File: src/rtl/accum_ctrl.sv
// Command sequencer and registered accumulator around an external ripple add/subtract unit.
// Optional ACCUM_SATURATE_EN: clamp the captured result to max/min on signed overflow.
module accum_ctrl #(
  parameter int unsigned WIDTH         = 6,
  parameter int unsigned SETTLE_CYCLES = 2
) (
  input  logic             clk,
  input  logic             rst_n,
  input  logic             cmd_valid,
  output logic             cmd_ready,
  input  logic [1:0]       cmd_op,
  input  logic [WIDTH-1:0] cmd_data,
  output logic [WIDTH-1:0] add_x,
  output logic [WIDTH-1:0] add_y,
  output logic             add_sel,
  input  logic [WIDTH-1:0] add_sum,
  input  logic             add_overflow,
  output logic [WIDTH-1:0] acc,
  output logic             ovf_flag,
  output logic             res_valid
);

  localparam int unsigned CntW = (SETTLE_CYCLES > 1) ? $clog2(SETTLE_CYCLES) : 1;
  localparam logic [CntW-1:0] CntInit = CntW'(SETTLE_CYCLES - 1);

  localparam logic [1:0] OpLoad  = 2'b00;
  localparam logic [1:0] OpAdd   = 2'b01;
  localparam logic [1:0] OpSub   = 2'b10;
  localparam logic [1:0] OpClear = 2'b11;

  typedef enum logic [0:0] {StIdle, StSettle} state_e;

  state_e           state_q, state_d;
  logic [CntW-1:0]  cnt_q, cnt_d;
  logic [WIDTH-1:0] acc_q, acc_d;
  logic [WIDTH-1:0] x_q, x_d;
  logic [WIDTH-1:0] y_q, y_d;
  logic             sel_q, sel_d;
  logic             ovf_q, ovf_d;
  logic             res_q, res_d;
  logic [WIDTH-1:0] capture_val;

`ifdef ACCUM_SATURATE_EN
  localparam logic [WIDTH-1:0] SatMax = {1'b0, {(WIDTH-1){1'b1}}};
  localparam logic [WIDTH-1:0] SatMin = {1'b1, {(WIDTH-1){1'b0}}};

  // On overflow the true result carries the sign of the x operand.
  always_comb begin
    capture_val = add_sum;
    if (add_overflow) begin
      capture_val = x_q[WIDTH-1] ? SatMin : SatMax;
    end
  end
`else
  always_comb begin
    capture_val = add_sum;
  end
`endif

  assign cmd_ready = (state_q == StIdle) && rst_n;

  always_comb begin
    state_d = state_q;
    cnt_d   = cnt_q;
    acc_d   = acc_q;
    x_d     = x_q;
    y_d     = y_q;
    sel_d   = sel_q;
    ovf_d   = ovf_q;
    res_d   = 1'b0;
    unique case (state_q)
      StIdle: begin
        if (cmd_valid && cmd_ready) begin
          unique case (cmd_op)
            OpLoad: begin
              acc_d = cmd_data;
              res_d = 1'b1;
            end
            OpClear: begin
              acc_d = '0;
              ovf_d = 1'b0;
              res_d = 1'b1;
            end
            OpAdd, OpSub: begin
              x_d     = acc_q;
              y_d     = cmd_data;
              sel_d   = (cmd_op == OpSub);
              cnt_d   = CntInit;
              state_d = StSettle;
            end
            default: ;
          endcase
        end
      end
      StSettle: begin
        if (cnt_q == '0) begin
          acc_d   = capture_val;
          ovf_d   = ovf_q | add_overflow;
          res_d   = 1'b1;
          state_d = StIdle;
        end else begin
          cnt_d = cnt_q - CntW'(1);
        end
      end
      default: state_d = StIdle;
    endcase
  end

  always_ff @(posedge clk or negedge rst_n) begin
    if (!rst_n) begin
      state_q <= StIdle;
      cnt_q   <= '0;
      acc_q   <= '0;
      x_q     <= '0;
      y_q     <= '0;
      sel_q   <= 1'b0;
      ovf_q   <= 1'b0;
      res_q   <= 1'b0;
    end else begin
      state_q <= state_d;
      cnt_q   <= cnt_d;
      acc_q   <= acc_d;
      x_q     <= x_d;
      y_q     <= y_d;
      sel_q   <= sel_d;
      ovf_q   <= ovf_d;
      res_q   <= res_d;
    end
  end

  assign add_x     = x_q;
  assign add_y     = y_q;
  assign add_sel   = sel_q;
  assign acc       = acc_q;
  assign ovf_flag  = ovf_q;
  assign res_valid = res_q;

endmodule

File: config.mk
export PLATFORM = sky130hd
export DESIGN_NAME = accum_ctrl
export DESIGN_NICKNAME = d
export VERILOG_FILES = /design/src/rtl/accum_ctrl.sv
export SDC_FILE = /design/constraint.sdc
export NUM_CORES = 1
export LEC_CHECK = 0
export CAP_MARGIN = 10
export CORE_MARGIN = 1
export CORE_UTILIZATION = 38
export CTS_CLUSTER_DIAMETER = 80
export DETAILED_ROUTE_END_ITERATION = 10
export GPL_ROUTABILITY_DRIVEN = 0
export PLACE_DENSITY = 0.8
export SYNTH_ARGS = -nofsm -noshare
export SYNTH_HDL_FRONTEND = slang
export SYNTH_SLANG_ARGS = --single-unit
File: constraint.sdc
create_clock -name clk -period 1.3 [get_ports clk]
set_input_delay 0.26 -clock clk [delete_from_list [all_inputs] [get_ports clk]]
set_output_delay 0.26 -clock clk [all_outputs]
set_load 0.02 [all_outputs]
==> run metrics, run 1 <==
outcome=complete, but fails checks; failing checks=negative setup slack; setup TNS=-1.22 ns; post-synth top area share=55.6%; HPWL Detailed=1.76 mm; peak supply drop=1320 uV; Post-Synthesis Cells=72; Top Family by Delay on Critical Path=flip-flops; Warnings, synthesis=0; clk root buf=clkbuf_4; Slew HR=86.3%; Power Density=about 1900 nW/um2; Tcrit/Tclk final=109%; Max FO, Critical Path=6; synth top area cells=dfrtp_1, mux2_4, mux2_2, a22o_1, ha_1; Storage cell area=between 500 and 600 um2; register area share after synthesis=between 50 and 60%; final clock skew=0.00249 ns; Clock Tree Buf Depth=2; initial drt markers=17; DIE HEIGHT=around 54 um; # DRC=0; CP endpoint kind=register; ANT cells=0; commonest non-fill, non-tap cell in the layout=dfrtp_1; Final Setup Violations=20; Synth area leader=dfrtp_1; Static Leak=roughly 0.80 nW; Hold Vio Cnt, Final=0; Pre-antenna DRT Iters=4; IO Port Bufs=39; kind of critical path=register to register; die span in x=54.2 um; Max-Cap Viols=0; CTS clock-pin slew for the worst setup and hold paths=~0.13 ns; vias in the first global route=~870; Core ar.=roughly 2500 um2; area of the multi-input gates=484 um2; fin nets=152; total grt overflow=0; total clock buffers created by CTS=3; Syn Std Cell Area=1040 um2; CP Cell Sequence=nand3b_1 > o21ai_4 > buf_12 > mux2_4; actual slew at the worst max-slew pin=just over 0.2 ns; worst path arrival time=about 1.6 ns; first-pass GRT wire length=~4 mm; via/cell ratio=about 5.1; maximum clock frequency=between 700 and 800 MHz; WL/cell=between 15 and 20 um; total die area=roughly 3000 um2; Hold Path Class=input port to asynchronous set/reset pin; Routed WL=between 2 and 2.5 mm; total track usage=20.0%; Buf/Inv on CP=1; H-tree Lvls=1; Final Slew Violations=0; worst endpoint required time=1.52 ns; RSZ-0062 raised after global routing=true; DP Area=between 1500 and 2000 um2; via count=approximately 800; startpoint types=register; syn avg cell area=around 14 um2; number of nets with antenna violations after routing=0; clk_lat worst skew=0.32 ns; Hold Buf Count CTS=0; TritonCTS clock tree=yes; commonest non-fill, non-tap cells in the layout=dfrtp_1, clkbuf_2, buf_4, clkdlybuf4s50_1, mux2_4; largest net degree at the start of global routing=14; post-route cell area=about 1600 um2; area added between synthesis and finish=52.4%; initial antenna violation count=0; clock sinks=23; Layout fillers=234; IO Pins=40; syn_nets=93; post-layout min period=1.42 ns; CP peak stage delay=about 0.45 ns; Initial Util=41.1%; Cell variety after synth=21; fin util=a little over three fifths; Rows=18; layout cell share with drive strength beyond 1=50.8%; Crit-path slowest cell=dfrtp_1; Power Total=3.02 mW; Yosys reg bits=23; final setup margin=-0.122 ns
## path summary, 6_finish.rpt
kind,startpoint,to,slack [ns],cells after the start
min in group clk,cmd_op[1],add_sel,0.51,3
min reg2reg,add_x[2],add_x[2],0.53,1
min,rst_n,acc[5],0.06,2
max in group asynchronous,rst_n,cnt_q,1.01,3
max,state_q,acc[0],-0.12,4
max reg2reg,state_q,acc[0],-0.12,4
## through the flow
stage                     instances  hold slack [ns]  setup WS (ns)
after floorplan                  72          -0.0356        0.00430
after global placement          151            0.485         -0.562
after detailed placement        151            0.497         -0.583
after CTS                       158           0.0577         -0.170
after global routing            160           0.0797         -0.168
final                           160           0.0573         -0.122
## power by group
part / internal (mW) / switching, mW
registers: 1.01 / 0.197
logic: 0.753 / 0.723
clock network: 0.115 / 0.222
total: 1.88 / 1.14
## synth_stat cells
library cell / count
dfrtp_1: 23
mux2_2: 10
mux2_4: 8
a22o_1: 5
inv_1: 4
ha_1: 3
a21oi_1: 2
nand2_1: 2
nor2_1: 2
o21ai_0: 2
a31oi_1: 1
and3b_2: 1
buf_6: 1
clkbuf_1: 1
mux2i_1: 1
nand2_4: 1
nand2b_1: 1
nand3b_1: 1
nor2b_1: 1
nor3b_1: 1
o21ai_4: 1
## state kept, by name, indices dropped and copies added (netlist names)
| register | flops |
|---|---|
| state_q | 1 |
| add_x | 6 |
| cnt_q | 1 |
| res_valid | 1 |
| add_sel | 1 |
| ovf_flag | 1 |
| add_y | 6 |
| acc | 6 |
## layout make-up
| class | instances | share of cell area [%] |
|---|---|---|
| repair buffers | 55 | 27.8 |
| clock inverters | 1 | 0.317 |
| inverters | 4 | 0.951 |
| multi-input cells | 44 | 30.7 |
| flip-flops and latches | 23 | 36.5 |
| clock buffers | 3 | 1.43 |
| well taps | 30 | 2.38 |
## repair_timing
item | 4_1_cts | 5_1_grt
setup buffers | 2 | 2
gates cloned | 1 | 0
pin swaps | 4 | 2
resized for setup | 58 | 24
endpoints found under the setup margin | 42 | 40
## cell families after synthesis
family / synth area share [%]
simple gates: 6.16
fa+ha+maj: 3.62
flops: 55.6
mux: 23.4
compound gates: 8.33
buf+inv: 2.90
## per-layer routing
layer	up-vias	track usage (%)	wire [um]	part of all wire [%]
li1	370	-	-	-
met2	37	32.5	1210	49
met1	395	25.4	1050	42
met3	7	3.33	167	6.7
met4	0	10.3	61	2.5
met5	-	0	0	0
Power figures use the tool's default switching activity.
==> run 2, diff against run 1 <==
--- a/config.mk
+++ b/config.mk
@@ -12,6 +12,8 @@
 export DETAILED_ROUTE_END_ITERATION = 10
 export GPL_ROUTABILITY_DRIVEN = 0
 export PLACE_DENSITY = 0.8
+export RECOVER_POWER = 25
+export SLEW_MARGIN = 10
 export SYNTH_ARGS = -nofsm -noshare
 export SYNTH_HDL_FRONTEND = slang
 export SYNTH_SLANG_ARGS = --single-unit
==> run 2 against run 1 <==
  * The run still ends with negative setup slack left
  * Via count is 0.37% higher
  * Worst hold slack improved by 0.074 ns
  * Global-route usage stayed put
  * Wire length is 0.20% higher
  * Total power down 0.14%
  * Clock power hardly changed
  * Worst setup slack better by 0.0076 ns
  * Highest routed layer unchanged
==> run metrics, run 2 (same netlist as run 1, synthesis figures left out) <==
via count=~810; CTS clock-pin slew for the worst setup and hold paths=approximately 0.13 ns; WL/cell=around 16 um; total track usage=around a fifth; peak supply drop=1320 uV; Static Leak=roughly 0.79 nW; first-pass GRT wire length=3.99 mm; Power Internal=~1.9 mW; die span in x=between 50 and 60 um; Hold Buf Count CTS=0; commonest non-fill, non-tap cells in the layout=dfrtp_1, clkbuf_2, clkdlybuf4s50_1, mux2_4, buf_4; CP peak stage delay=0.45 ns; Storage cell area=576 um2; area added between synthesis and finish=51.7%; total die area=2940 um2; fin util=just over 60%; CP Cell Sequence=nand3b_1 > o21ai_4 > buf_12 > mux2_4; kind of critical path=register to register; commonest non-fill, non-tap cell in the layout=dfrtp_1; Final Slew Violations=0; Layout fillers=approximately 240; via/cell ratio=5.08; clk_lat worst skew=between 0.3 and 0.4 ns; RSZ-0062 raised after global routing=true; DP Area=between 1500 and 2000 um2; Max FO, Critical Path=6; DIE HEIGHT=about 54 um; Non-Filler Instances=160; clock sinks=23; Max-Cap Viols=0; Crit-path slowest cell=dfrtp_1; Seq pwr share=between 40% and 50%; initial drt markers=11; ANT cells=0; maximum clock frequency=just over 700 MHz; fin nets=~150; Clk network pwr share=between 10 and 15%; IO Port Bufs=39; worst path arrival time=between 1.5 and 2 ns; Power Total=about 3 mW; # DRC=0; Fin Hold WS=around 0.13 ns; final clock skew=about 0.0025 ns; actual slew at the worst max-slew pin=between 0.4 and 0.5 ns; Register-to-Register Setup Slack=-0.11 ns; Pre-antenna DRT Iters=4; outcome=complete, but fails checks; Tcrit/Tclk final=109%; vias in the first global route=865; Buf/Inv on CP=1; Routed WL=approximately 2.5 mm; post-route cell area=roughly 1600 um2; Final Setup Violations=20; failing checks=negative setup slack; area of the multi-input gates=a little under 500 um2; Rows=18; Slew HR=69.8%; setup TNS=-1.10 ns; Hold Path Class=input port to asynchronous set/reset pin; H-tree Lvls=1; Critical Path Source=state_q; dpl ws=-0.583 ns; FF-to-FF Start=state_q; Logic pwr share=about half; number of nets with antenna violations after routing=0; initial antenna violation count=0; startpoint types=register; Clock Tree Buf Depth=2; CP endpoint kind=register; largest net degree at the start of global routing=14; clk root buf=clkbuf_4; IO Pins=40; Power Density=roughly 1900 nW/um2; Hold Vio Cnt, Final=0; placed cells=approximately 150; total grt overflow=0; total clock buffers created by CTS=3; layout cell share with drive strength beyond 1=49.2%; TritonCTS clock tree=yes; post-layout min period=~1.4 ns; Core ar.=approximately 2500 um2; switching share of power=approximately 38%; Psw=1.14 mW; HPWL Detailed=around 1.8 mm; Top Family by Delay on Critical Path=flip-flops; worst endpoint required time=1.52 ns; final setup margin=-0.114 ns; Initial Util=41.1%
## run 2: changes by cell type in the layout (fill, tap and decap cells not counted)
| cell | delta |
|---|---|
| buf_4 | -2 |
| clkbuf_1 | +2 |
## run 2: final cells by class
type / instances / share of cell area, %
clock buffer: 3 / 1.43
clock inverter: 1 / 0.318
inverter: 4 / 0.955
multi-input combinational: 44 / 30.8
sequential: 23 / 36.6
tap: 30 / 2.39
timing repair buffer: 55 / 27.5
## run 2: worst paths after layout
kind,cells after the start,end
worst max-delay path,4,acc[0]
min in group clk,3,add_sel
worst min register to register,1,add_x[2]
worst max register to register,4,acc[0]
max in group asynchronous,2,acc[1]
worst min-delay path,2,acc[5]
## run 2: layer usage
metal  vias to the layer above  GRT usage, %  wire (um)
met5                         -             0          0
met4                         0          10.3         61
met3                         7          3.33        168
met2                        39          32.5       1220
met1                       395          25.4       1040
li1                        371             -          -
## run 2: power groups by stage
stage | clock (mW) | sequential, mW | combinational, mW
floorplan | 0 | 1.54 | 0.469
global placement | 0 | 1.21 | 1.56
detailed placement | 0 | 1.22 | 1.58
CTS | 0.351 | 1.21 | 1.48
global route | 0.374 | 1.26 | 1.58
finish | 0.336 | 1.21 | 1.47
## run 2: repair_timing
action                     CTS  global route
cloned                       1             0
setup endpoints to repair   42            40
buffers inserted             2             2
pin swaps                    4             2
gates resized for setup     58            24
